--- src/rtl/sumador_serial.sv ---
`default_nettype none
// ============================================================================
// Module      : sumador_serial
// Description : Bit-serial ripple adder. Adds two N-bit operands plus a
//               carry-in one bit per clock, LSB first, with a single
//               full-adder cell, a carry register and a start/done handshake.
// Revision    : 1.0 - initial release
// ============================================================================
module sumador_serial #(
  parameter int N = 4
) (
  input  logic         clk,
  input  logic         rst,
  input  logic         start,
  input  logic [N-1:0] A,
  input  logic [N-1:0] B,
  input  logic         Cin,
  output logic         busy,
  output logic         done,
  output logic [N-1:0] S,
  output logic         Cout
);

  // Counter must hold 0..N-1; keep at least one bit so N=1 still has a counter.
  localparam int CW = (N > 1) ? $clog2(N) : 1;

  typedef enum logic [1:0] {
    IDLE = 2'd0,
    RUN  = 2'd1,
    DONE = 2'd2
  } state_t;

  state_t         r_state;
  state_t         w_next;

  logic [N-1:0]   r_sha;
  logic [N-1:0]   r_shb;
  logic [N-1:0]   r_res;
  logic           r_carry;
  logic [CW-1:0]  r_cnt;
  logic [N-1:0]   r_s;
  logic           r_cout;

  logic           w_sbit;
  logic           w_carry_nxt;
  logic           w_last;
  logic           w_accept;
  logic [N-1:0]   w_res_nxt;

  // Single full-adder cell working on the current LSBs.
  assign w_sbit      = r_sha[0] ^ r_shb[0] ^ r_carry;
  assign w_carry_nxt = (r_sha[0] & r_shb[0]) | (r_carry & (r_sha[0] ^ r_shb[0]));
  assign w_last      = (r_cnt == CW'(N - 1));

  // New sum bit enters at the MSB; after N shifts the first bit lands at bit 0.
  // Shifting the concatenation keeps this valid for N=1 as well.
  assign w_res_nxt   = N'({w_sbit, r_res} >> 1);

  // A new operation is only taken when no addition is in flight.
  assign w_accept    = start && ((r_state == IDLE) || (r_state == DONE));

  // Handshake outputs decode the state only, never the inputs.
  assign busy = (r_state == RUN);
  assign done = (r_state == DONE);
  assign S    = r_s;
  assign Cout = r_cout;

  // State register.
  always_ff @(posedge clk or posedge rst) begin
    if (rst) begin
      r_state <= IDLE;
    end else begin
      r_state <= w_next;
    end
  end

  // Next-state logic; DONE may chain straight into RUN for back-to-back work.
  always_comb begin
    w_next = r_state;
    case (r_state)
      IDLE:    if (start) w_next = RUN;
      RUN:     if (w_last) w_next = DONE;
      DONE:    w_next = start ? RUN : IDLE;
      default: w_next = IDLE;
    endcase
  end

  // Datapath: operand capture, serial add, and result publication at the end.
  always_ff @(posedge clk or posedge rst) begin
    if (rst) begin
      r_sha   <= '0;
      r_shb   <= '0;
      r_res   <= '0;
      r_carry <= 1'b0;
      r_cnt   <= '0;
      r_s     <= '0;
      r_cout  <= 1'b0;
    end else if (w_accept) begin
      r_sha   <= A;
      r_shb   <= B;
      r_carry <= Cin;
      r_res   <= '0;
      r_cnt   <= '0;
    end else if (r_state == RUN) begin
      r_sha   <= r_sha >> 1;
      r_shb   <= r_shb >> 1;
      r_carry <= w_carry_nxt;
      r_res   <= w_res_nxt;
      r_cnt   <= r_cnt + CW'(1);
      // Outputs only ever show a complete sum, never partial bits.
      if (w_last) begin
        r_s    <= w_res_nxt;
        r_cout <= w_carry_nxt;
      end
    end
  end

endmodule
`default_nettype wire
--- config.mk ---
export PLATFORM = sky130hd
export DESIGN_NAME = sumador_serial
export DESIGN_NICKNAME = d
export VERILOG_FILES = /design/src/rtl/sumador_serial.sv
export SDC_FILE = /design/constraint.sdc
export NUM_CORES = 1
export LEC_CHECK = 0
export CORE_UTILIZATION = 40
export DETAILED_ROUTE_END_ITERATION = 6
export PLACE_DENSITY = 0.66
export SKIP_CTS_REPAIR_TIMING = 1
export SLEW_MARGIN = 20
export SYNTH_ARGS = -nofsm -noshare
export SYNTH_HDL_FRONTEND = slang
export SYNTH_SLANG_ARGS = --single-unit
--- constraint.sdc ---
create_clock -name clk -period 3.4 [get_ports clk]
set_input_delay 1.02 -clock clk [delete_from_list [all_inputs] [get_ports clk]]
set_output_delay 1.02 -clock clk [all_outputs]
set_load 0.005 [all_outputs]
==> results of run 1 <==
-- worst max-delay path, stage by stage, from the launching register on --
cell and delay, ns:
dfrtp_1 0.58, nand2b_4 0.17, inv_8 0.11, clkdlybuf4s50_1 0.50
-- cells by family after synthesis --
family / count (synthesis) / share of synthesized area
compound gates: 23 / 0.153
xor+xnor: 1 / 0.00892
mux: 8 / 0.108
fa+ha+maj: 2 / 0.0331
simple gates: 7 / 0.0650
flops: 21 / 0.535
buf+inv: 15 / 0.0968
-- routing by layer --
| layer | share of wire | vias to the layer above | routed length [um] |
|---|---|---|---|
| li1 | - | 297 | - |
| met1 | 0.49 | 293 | 769 |
| met2 | 0.47 | 14 | 747 |
| met3 | 0.041 | 0 | 65 |
| met4 | 0 | 0 | 0 |
| met5 | 0 | - | 0 |
-- registers in the layout (all words and copies together) (netlist names) --
register	cells
S	4
Cout	1
r_shb	4
r_state	2
r_res	3
r_cnt	2
r_carry	1
r_sha	4
-- cells in the final DEF, fill, tap and decap left out, types with 3 or more instances in the layout --
master / count
o22ai_1: 6
clkbuf_4: 3
mux2_4: 5
a21oi_1: 7
a22o_1: 6
inv_1: 9
dfrtp_1: 21
clkdlybuf4s50_1: 18
-- final cells by class --
class,instances,area [sq um],area share
flip-flops and latches,21,526,0.448
repair buffers,18,180,0.154
well taps,28,35.0,0.0299
multi-input cells,41,362,0.308
inverters,10,45.0,0.0384
clock buffers,4,26.3,0.0224
-- worst paths after layout --
check	startpoint	end	slack [ns]	cells after the start
hold / removal	r_res[1]$_DFFE_PP0P_	r_res[1]$_DFFE_PP0P_	0.52	1
setup reg to reg	r_state[0]$_DFFE_PP0P_	S[0]$_DFFE_PP0P_	2.05	4
min in group asynchronous	rst	S[3]$_DFFE_PP0P_	1.15	2
setup / recovery	r_state[0]$_DFFE_PP0P_	busy	0.73	3
max in group asynchronous	rst	r_shb[3]$_DFFE_PP0P_	1.74	2
hold reg to reg	r_res[1]$_DFFE_PP0P_	r_res[1]$_DFFE_PP0P_	0.52	1
-- power by group --
group | internal (mW) | switching (mW) | leakage [nW] | total [mW]
clock | 0.0455 | 0.0722 | 0.0150 | 0.118
combinational | 0.260 | 0.190 | 0.279 | 0.450
sequential | 0.361 | 0.0934 | 0.257 | 0.454
total | 0.666 | 0.355 | 0.551 | 1.02
-- metrics by stage --
stage / util / worst slack [ns] / power (mW)
5_1_grt: 0.521 / 0.644 / 1.11
6_report: 0.521 / 0.730 / 1.02
4_1_cts: 0.521 / 0.719 / 1.03
3_5_place_dp: 0.509 / 1.05 / 0.915
2_1_floorplan: - / 1.58 / 0.812
3_3_place_gp: 0.509 / 1.08 / 0.900
==> qor.txt, run 1 <==
Synth top cells by count - dfrtp_1 (21), inv_1 (9), a21oi_1 (7)
Req. time, crit path - 2.38 ns
Number of core rows - 17
CTS H-tree depth - 1
Total of max-cap violations - 0
Worst slew margin - 0.469
CTS clk-pin slew, worst paths - 0.12 ns
Register area share after synthesis - 0.535
Crit path launch type - flip-flop
Layout area overhead - 19.5%
Top Usage Layer GRT - met2
#FFs+latches synth - 21
Pwr/cell area - 871 nW/um^2
Pre-Repair DR Iteration Count - 3
Mapped Area - 982 sq um
Final Cell Area - 1170 sq um
Clk sinks - 21
Setup TNS - 0 ns
Remaining Overflow, GRT - 0
Met2 Track Usage GR - 0.212
Vias in the first global route - 583
Die area - 2660 sq um
Top-count cell post-synth - dfrtp_1
Synthesized Nets - 91
Core region area - 2250 sq um
CTS tree - yes
Diode count - 0
Drt drc - 0
Root buf cell - clkbuf_4
Final Setup Violations - 0
Cell taking the most area after synthesis - dfrtp_1
DPL Wire Length - 1.15 mm
Final GP Congestion - 0.704
Initial DRC count - 3
DR vias - 604
TritonCTS buffer count - 3
Nets - 109
Critical path arrival - 1.65 ns
Worst hold path type - reg -> reg
Fmax - 374 MHz
EDFF count, synth - 0
Crit share post-route - 0.785
WL/cell - 13.0 um
Distinct cells, synth - 23
M1 GR Usage - 0.189
Crit-path max FO - 11
DP Cell Count - 118
RSZ-0062 raised after global routing - false
Leak - 0.551 nW
Layout fillers - 229
Outcome - completed
IO Port Bufs - 18
Post-DP Area - 1150 sq um
Chip width - 51.6 um
GR Layer Usage met3 - 0.0263
Clk_lat worst skew - 0.29 ns
Fin crit period - 2.67 ns
Post-synth ARST share - 1.00
Slew Limit Fails - 0
Peak VDD IR - 376 uV
Post-Route WL - 1.58 mm
Mean Syn Cell Area - 12.8 sq um
CTS Buffer Depth - 2
Initial Util - 0.436
Ys Warns - 0
Syn Inst Count - 77
First-pass GRT wire length - 2.64 mm
Total track usage - 0.134
Worst hold margin - 0.517 ns
Share of cells above drive strength 1 - 0.138
Post-synth top area share - 0.535
Initial antenna violation count - 0
Routed Antenna Nets - 0
Clock skew - 0.0135 ns
Largest net degree at the start of global routing - 22
Worst slew pin tran - 0.796 ns
Die H - 51.6 um
Final Non-Filler Cells - 122
Vias/cell - 4.95
Most used DFF post-synth - dfrtp_1
IO Count - 19
CP Class - reg -> out
Hold Violations, Final - 0
Crit end category - output port
Top area cells in the synthesized netlist - dfrtp_1 (54%), mux2_4 (7.6%), a22o_1 (5.4%)
Note: power is estimated with default switching activity, not from simulation.
==> run 2: changes to the inputs <==
Settings changed: PLACE_DENSITY 0.66 to 0.69.
Clock period 3.4 ns to 2.3 ns, I/O delays scaled along.
==> run 2 against run 1 <==
Compared with the run above: final cell count increased by 3.3%; sequential power increased by 48%; register-to-register slack got worse by 1.1 ns; critical path type unchanged.
==> qor.txt, run 2 (synthesized netlist as in run 1, its figures left out) <==
Outcome - completed
First-pass GRT wire length - 2.68 mm (+1.9%)
Slowest cell delay on critical path - 0.51 ns (-0.07 ns)
Switching power - 0.551 mW (+55%)
Top cell family by delay on the critical path - flip-flops
Worst hold margin - 0.519 ns (+0.00228 ns)
Worst slew pin tran - 0.323 ns (-0.473 ns)
Most frequent cells in the layout - dfrtp_1 (19), clkdlybuf4s50_1 (17), inv_1 (9), a21oi_1 (7)
Final Setup Violations - 0 (unchanged)
Total of max-cap violations - 0 (unchanged)
Initial DRC count - 11 (+8)
DR vias - 617 (+2.2%)
Crit share post-route - 0.935
Setup TNS - 0 ns (unchanged)
Pre-Repair DR Iteration Count - 2 (-1)
Vias/cell - 4.90 (-1.1%)
Layout area overhead - 23.2%
WL/cell - 13.0 um (+0.44%)
Peak VDD IR - 662 uV (+76%)
Sw frac - 0.352 (+0.00382)
Combinational cell fraction of total power - 0.454 (+0.014)
CTS tree - yes
Worst slew margin - 0.785 (+0.316)
Routed Antenna Nets - 0 (unchanged)
IO Port Bufs - 18 (unchanged)
Remaining Overflow, GRT - 0 (unchanged)
Most common cell after layout, fill and taps aside - dfrtp_1
TritonCTS buffer count - 3 (unchanged)
Clock skew - 0.00232 ns (-0.0112 ns)
Final Non-Filler Cells - 126 (+3.3%)
Hold Violations, Final - 0 (unchanged)
Initial Util - 0.436 (unchanged)
Seq pwr share - 0.430 (-0.015)
Slew Limit Fails - 0 (unchanged)
Number of core rows - 17 (unchanged)
Crit path max-delay cell type - dfrtp_2
Worst hold path type - reg -> reg
IO Count - 19 (unchanged)
Leak - 0.580 nW (+5.2%)
Final GP Congestion - 0.691 (-1.9%)
Share of the core filled with cells - 0.537 (+0.0161)
Crit path launch type - flip-flop
Chip width - 51.6 um (unchanged)
Critical path, cell by cell - nor2b_1 > clkdlybuf4s50_1
Die area - 2660 sq um (unchanged)
RSZ-0062 raised after global routing - false
Fin crit period - 2.15 ns
Final Power - 1.57 mW (+53%)
Vias in the first global route - 593 (+1.7%)
CTS H-tree depth - 1 (unchanged)
Root buf cell - clkbuf_4
CTS Buffer Depth - 2 (unchanged)
Largest net degree at the start of global routing - 22 (unchanged)
Layout fillers - 217 (-5.2%)
Crit-path max FO - 11 (unchanged)
Core region area - 2250 sq um (unchanged)
Share of cells above drive strength 1 - 0.204 (+0.0658)
DP Cell Count - 119 (+0.85%)
Die H - 51.6 um (unchanged)
Fmax - 465 MHz
Pwr/cell area - 1300 nW/um^2 (+49%)
CTS clk-pin slew, worst paths - 0.12 ns (about the same)
Req. time, crit path - 1.61 ns (-0.77 ns)
Drt drc - 0 (unchanged)
Diode count - 0 (unchanged)
Clk sinks - 21 (unchanged)
Critical path arrival - 1.46 ns (-0.19 ns)
Clk_lat worst skew - 0.31 ns (+0.02 ns)
Post-Route WL - 1.64 mm (+3.7%)
Clock share of power - 0.116 (about the same)
Nets - 113 (+3.7%)
Cell-internal power - 1.02 mW (+52%)
Total track usage - 0.142 (+0.00811)
DPL Wire Length - 1.18 mm (+2.5%)
Initial antenna violation count - 0 (unchanged)
CP Class - reg -> out
Worst path bufs/invs - 1 (-1)
Crit end category - output port
[run 2: cell types whose count changed in the layout (fill, tap and decap cells not counted), sizes merged]
cell	change
dlymetal6s2s	+1
clkdlybuf4s50	-1
clkbuf	-1
buf	+4
clkinv	+1
[run 2: layer usage]
| layer | share of wire | track usage | up-vias |
|---|---|---|---|
| met5 | 0 | 0 | - |
| met4 | 0.017 | 0.0676 | 0 |
| met3 | 0.038 | 0.0263 | 4 |
| met2 | 0.48 | 0.221 | 16 |
| met1 | 0.47 | 0.190 | 288 |
| li1 | - | - | 309 |
[run 2: worst paths after layout]
| path | start | end | slack (ns) | depth (start not counted) |
|---|---|---|---|---|
| worst max-delay path | r_state[0]$_DFFE_PP0P_ | done | 0.15 | 2 |
| worst min-delay path | r_res[1]$_DFFE_PP0P_ | r_res[1]$_DFFE_PP0P_ | 0.52 | 1 |
| worst max register to register | r_sha[0]$_DFFE_PP0P_ | S[3]$_DFFE_PP0P_ | 0.98 | 2 |
| worst min register to register | r_res[1]$_DFFE_PP0P_ | r_res[1]$_DFFE_PP0P_ | 0.52 | 1 |
| max in group asynchronous | rst | r_state[1]$_DFFE_PP0P_ | 1.38 | 3 |
| min in group asynchronous | rst | r_cnt[1]$_DFFE_PP0P_ | 0.69 | 3 |
[run 2: power groups by stage]
stage	logic (mW)	clock network, mW	registers [mW]
final	0.712	0.182	0.674
after CTS	0.683	0.184	0.675
after detailed placement	0.680	0	0.682
after global routing	0.777	0.207	0.700
after floorplan	0.568	0	0.633
after global placement	0.661	0	0.673
[run 2: stage by stage]
step | worst slack [ns] | instance area [sq um]
after global routing | 0.0662 | 1210
final | 0.150 | 1210
after detailed placement | 0.265 | 1150
after CTS | -0.0371 | 1180
after global placement | 0.316 | 1150
after floorplan | 0.810 | 982
[run 2: worst reg2reg max path, cell delays in order, from the launching register on]
cell	delay [ns]
dfrtp_1	0.42
fa_1	0.52
mux2_4	0.28
[run 2: area by class of cell]
class                           instances  area, sq um  area share
Timing Repair Buffer                   22          213       0.176
Sequential cell                        21          528       0.436
Tap cell                               28         35.0      0.0290
Clock buffer                            3         22.5      0.0186
Clock inverter                          1         5.00     0.00414
Multi-Input combinational cell         41          362       0.299
Inverter                               10         45.0      0.0372
==> run 3: changes to the inputs <==
==> constraint.sdc (replaced) <==
create_clock -name clk -period 2.3 [get_ports clk]
set_input_delay 0.345 -clock clk [delete_from_list [all_inputs] [get_ports clk]]
set_output_delay 0.345 -clock clk [all_outputs]
set_load 0.005 [all_outputs]
==> run 3 against run 2 <==
Compared with the run above: utilization fell by 1.2 points; power decreased by 2.9%; global-route usage is 0.20 points higher; non-clock buffer count down 3; largest cell class unchanged.
==> qor.txt, run 3 (synthesized netlist as in run 1, its figures left out) <==
Clk sinks - 21 (unchanged)
Drt drc - 0 (unchanged)
IO Port Bufs - 18 (unchanged)
Die H - 51.6 um (unchanged)
Largest net degree at the start of global routing - 22 (unchanged)
DR vias - 608 (-1.5%)
Most common cell after layout, fill and taps aside - dfrtp_1
Diode count - 0 (unchanged)
Initial Util - 0.436 (unchanged)
Critical path arrival - 1.64 ns (+0.18 ns)
Leak - 0.559 nW (-3.6%)
CTS tree - yes
Clk_lat worst skew - 0.31 ns (about the same)
Pre-CTS WS - 0.615 ns (+0.351 ns)
Most frequent cells in the layout - dfrtp_1 (21), clkdlybuf4s50_1 (18), inv_1 (9), a21oi_1 (7)
DP Cell Count - 119 (unchanged)
Post-Route WL - 1.58 mm (-3.7%)
Crit path launch type - flip-flop
Die area - 2660 sq um (unchanged)
CP Class - reg -> out
Worst slew margin - 0.756 (-0.0284)
Pre-Repair DR Iteration Count - 4 (+2)
Total track usage - 0.144 (+0.00197)
Core region area - 2250 sq um (unchanged)
TritonCTS buffer count - 3 (unchanged)
Number of core rows - 17 (unchanged)
Final GP Congestion - 0.690 (about the same)
Post-Route M1 WL - 753 um (-1.6%)
Met3 wire length - 64 um (+3.2%)
Slew Limit Fails - 0 (unchanged)
Hold Violations, Final - 0 (unchanged)
CTS Buffer Depth - 2 (unchanged)
CTS H-tree depth - 1 (unchanged)
Metal2 WL - 751 um (-4.2%)
Outcome - completed
Share of cells above drive strength 1 - 0.158 (-0.0462)
Worst slew pin tran - 0.365 ns (+0.0426 ns)
Vias in the first global route - 591 (-0.34%)
Setup TNS - 0 ns (unchanged)
Initial antenna violation count - 0 (unchanged)
Fin crit period - 1.98 ns (-0.169 ns)
Worst hold path type - in -> async
Crit share post-route - 0.861 (-0.0736)
DPL Wire Length - 1.19 mm (+0.70%)
RSZ-0062 raised after global routing - false
Initial DRC count - 8 (-3)
Peak VDD IR - 523 uV (-21%)
Total of max-cap violations - 0 (unchanged)
Nets - 110 (-2.7%)
Final Non-Filler Cells - 123 (-2.4%)
Remaining Overflow, GRT - 0 (unchanged)
WL/cell - 12.8 um (-1.4%)
Chip width - 51.6 um (unchanged)
Crit end category - output port
Fmax - 505 MHz (+8.5%)
Clock skew - 0.0130 ns (+0.0107 ns)
IO Count - 19 (unchanged)
Share of the core filled with cells - 0.524 (-0.0122)
Root buf cell - clkbuf_4
Crit-path max FO - 11 (unchanged)
First-pass GRT wire length - 2.70 mm (+0.48%)
Layout area overhead - 20.4%
Uppermost layer routed - met4
Req. time, crit path - 1.96 ns (+0.35 ns)
Final Setup Violations - 0 (unchanged)
Pwr/cell area - 1290 nW/um^2 (-0.59%)
Vias/cell - 4.94 (+0.94%)
Routed Antenna Nets - 0 (unchanged)
CTS clk-pin slew, worst paths - 0.13 ns (about the same)
PnR worst setup slack - 0.319 ns (+0.169 ns)
-- run 3: cell count changes in the layout (fill, tap and decap cells not counted) --
| cell | change |
|---|---|
| dlymetal6s2s_1 | -1 |
| clkdlybuf4s50_1 | +1 |
| dfrtp_2 | -2 |
| buf_4 | -3 |
| dfrtp_1 | +2 |
-- run 3: final timing paths --
path                            depth (start not counted)  slack (ns)              startpoint                     end
max in group asynchronous                               3        1.73                     rst  r_state[1]$_DFFE_PP0P_
worst max-delay path                                    3        0.32  r_state[0]$_DFFE_PP0P_                    busy
worst min-delay path                                    3        0.35                     rst        S[2]$_DFFE_PP0P_
min in group clk                                        1        0.52        S[3]$_DFFE_PP0P_        S[3]$_DFFE_PP0P_
worst min register to register                          1        0.52        S[3]$_DFFE_PP0P_        S[3]$_DFFE_PP0P_
worst max register to register                          2        0.97    r_sha[0]$_DFFE_PP0P_        S[3]$_DFFE_PP0P_
-- run 3: worst max-delay path, stage by stage (launching register included) --
cell and delay [ns]:
dfrtp_1 0.58, nand2b_4 0.16, inv_8 0.10, clkdlybuf4s50_1 0.49
-- run 3: layer usage --
metal,vias to the layer above,track usage
li1,302,-
met1,289,0.192
met2,15,0.219
met3,2,0.0351
met4,0,0.0676
met5,-,0
-- run 3: area by class of cell --
class	count	area (sq um)
tap	28	35.0
clock buffer	3	22.5
timing repair buffer	19	188
multi-input combinational	41	362
inverter	10	45.0
fill	223	1070
clock inverter	1	5.00
sequential	21	526
-- run 3: power breakdown --
| part | leakage [nW] | switching, mW | internal [mW] |
|---|---|---|---|
| clock network | 0.0177 | 0.114 | 0.0649 |
| registers | 0.257 | 0.142 | 0.534 |
| logic | 0.284 | 0.281 | 0.387 |
| total | 0.559 | 0.537 | 0.985 |
-- run 3: per-stage QoR --
step / power [mW] / instance area, sq um / hold WS [ns]
5_1_grt: 1.64 / 1180 / 0.380
4_1_cts: 1.54 / 1180 / 0.366
3_5_place_dp: 1.36 / 1150 / 0.495
3_3_place_gp: 1.33 / 1150 / 0.489
6_report: 1.52 / 1180 / 0.349
2_1_floorplan: 1.20 / 982 / 0.322
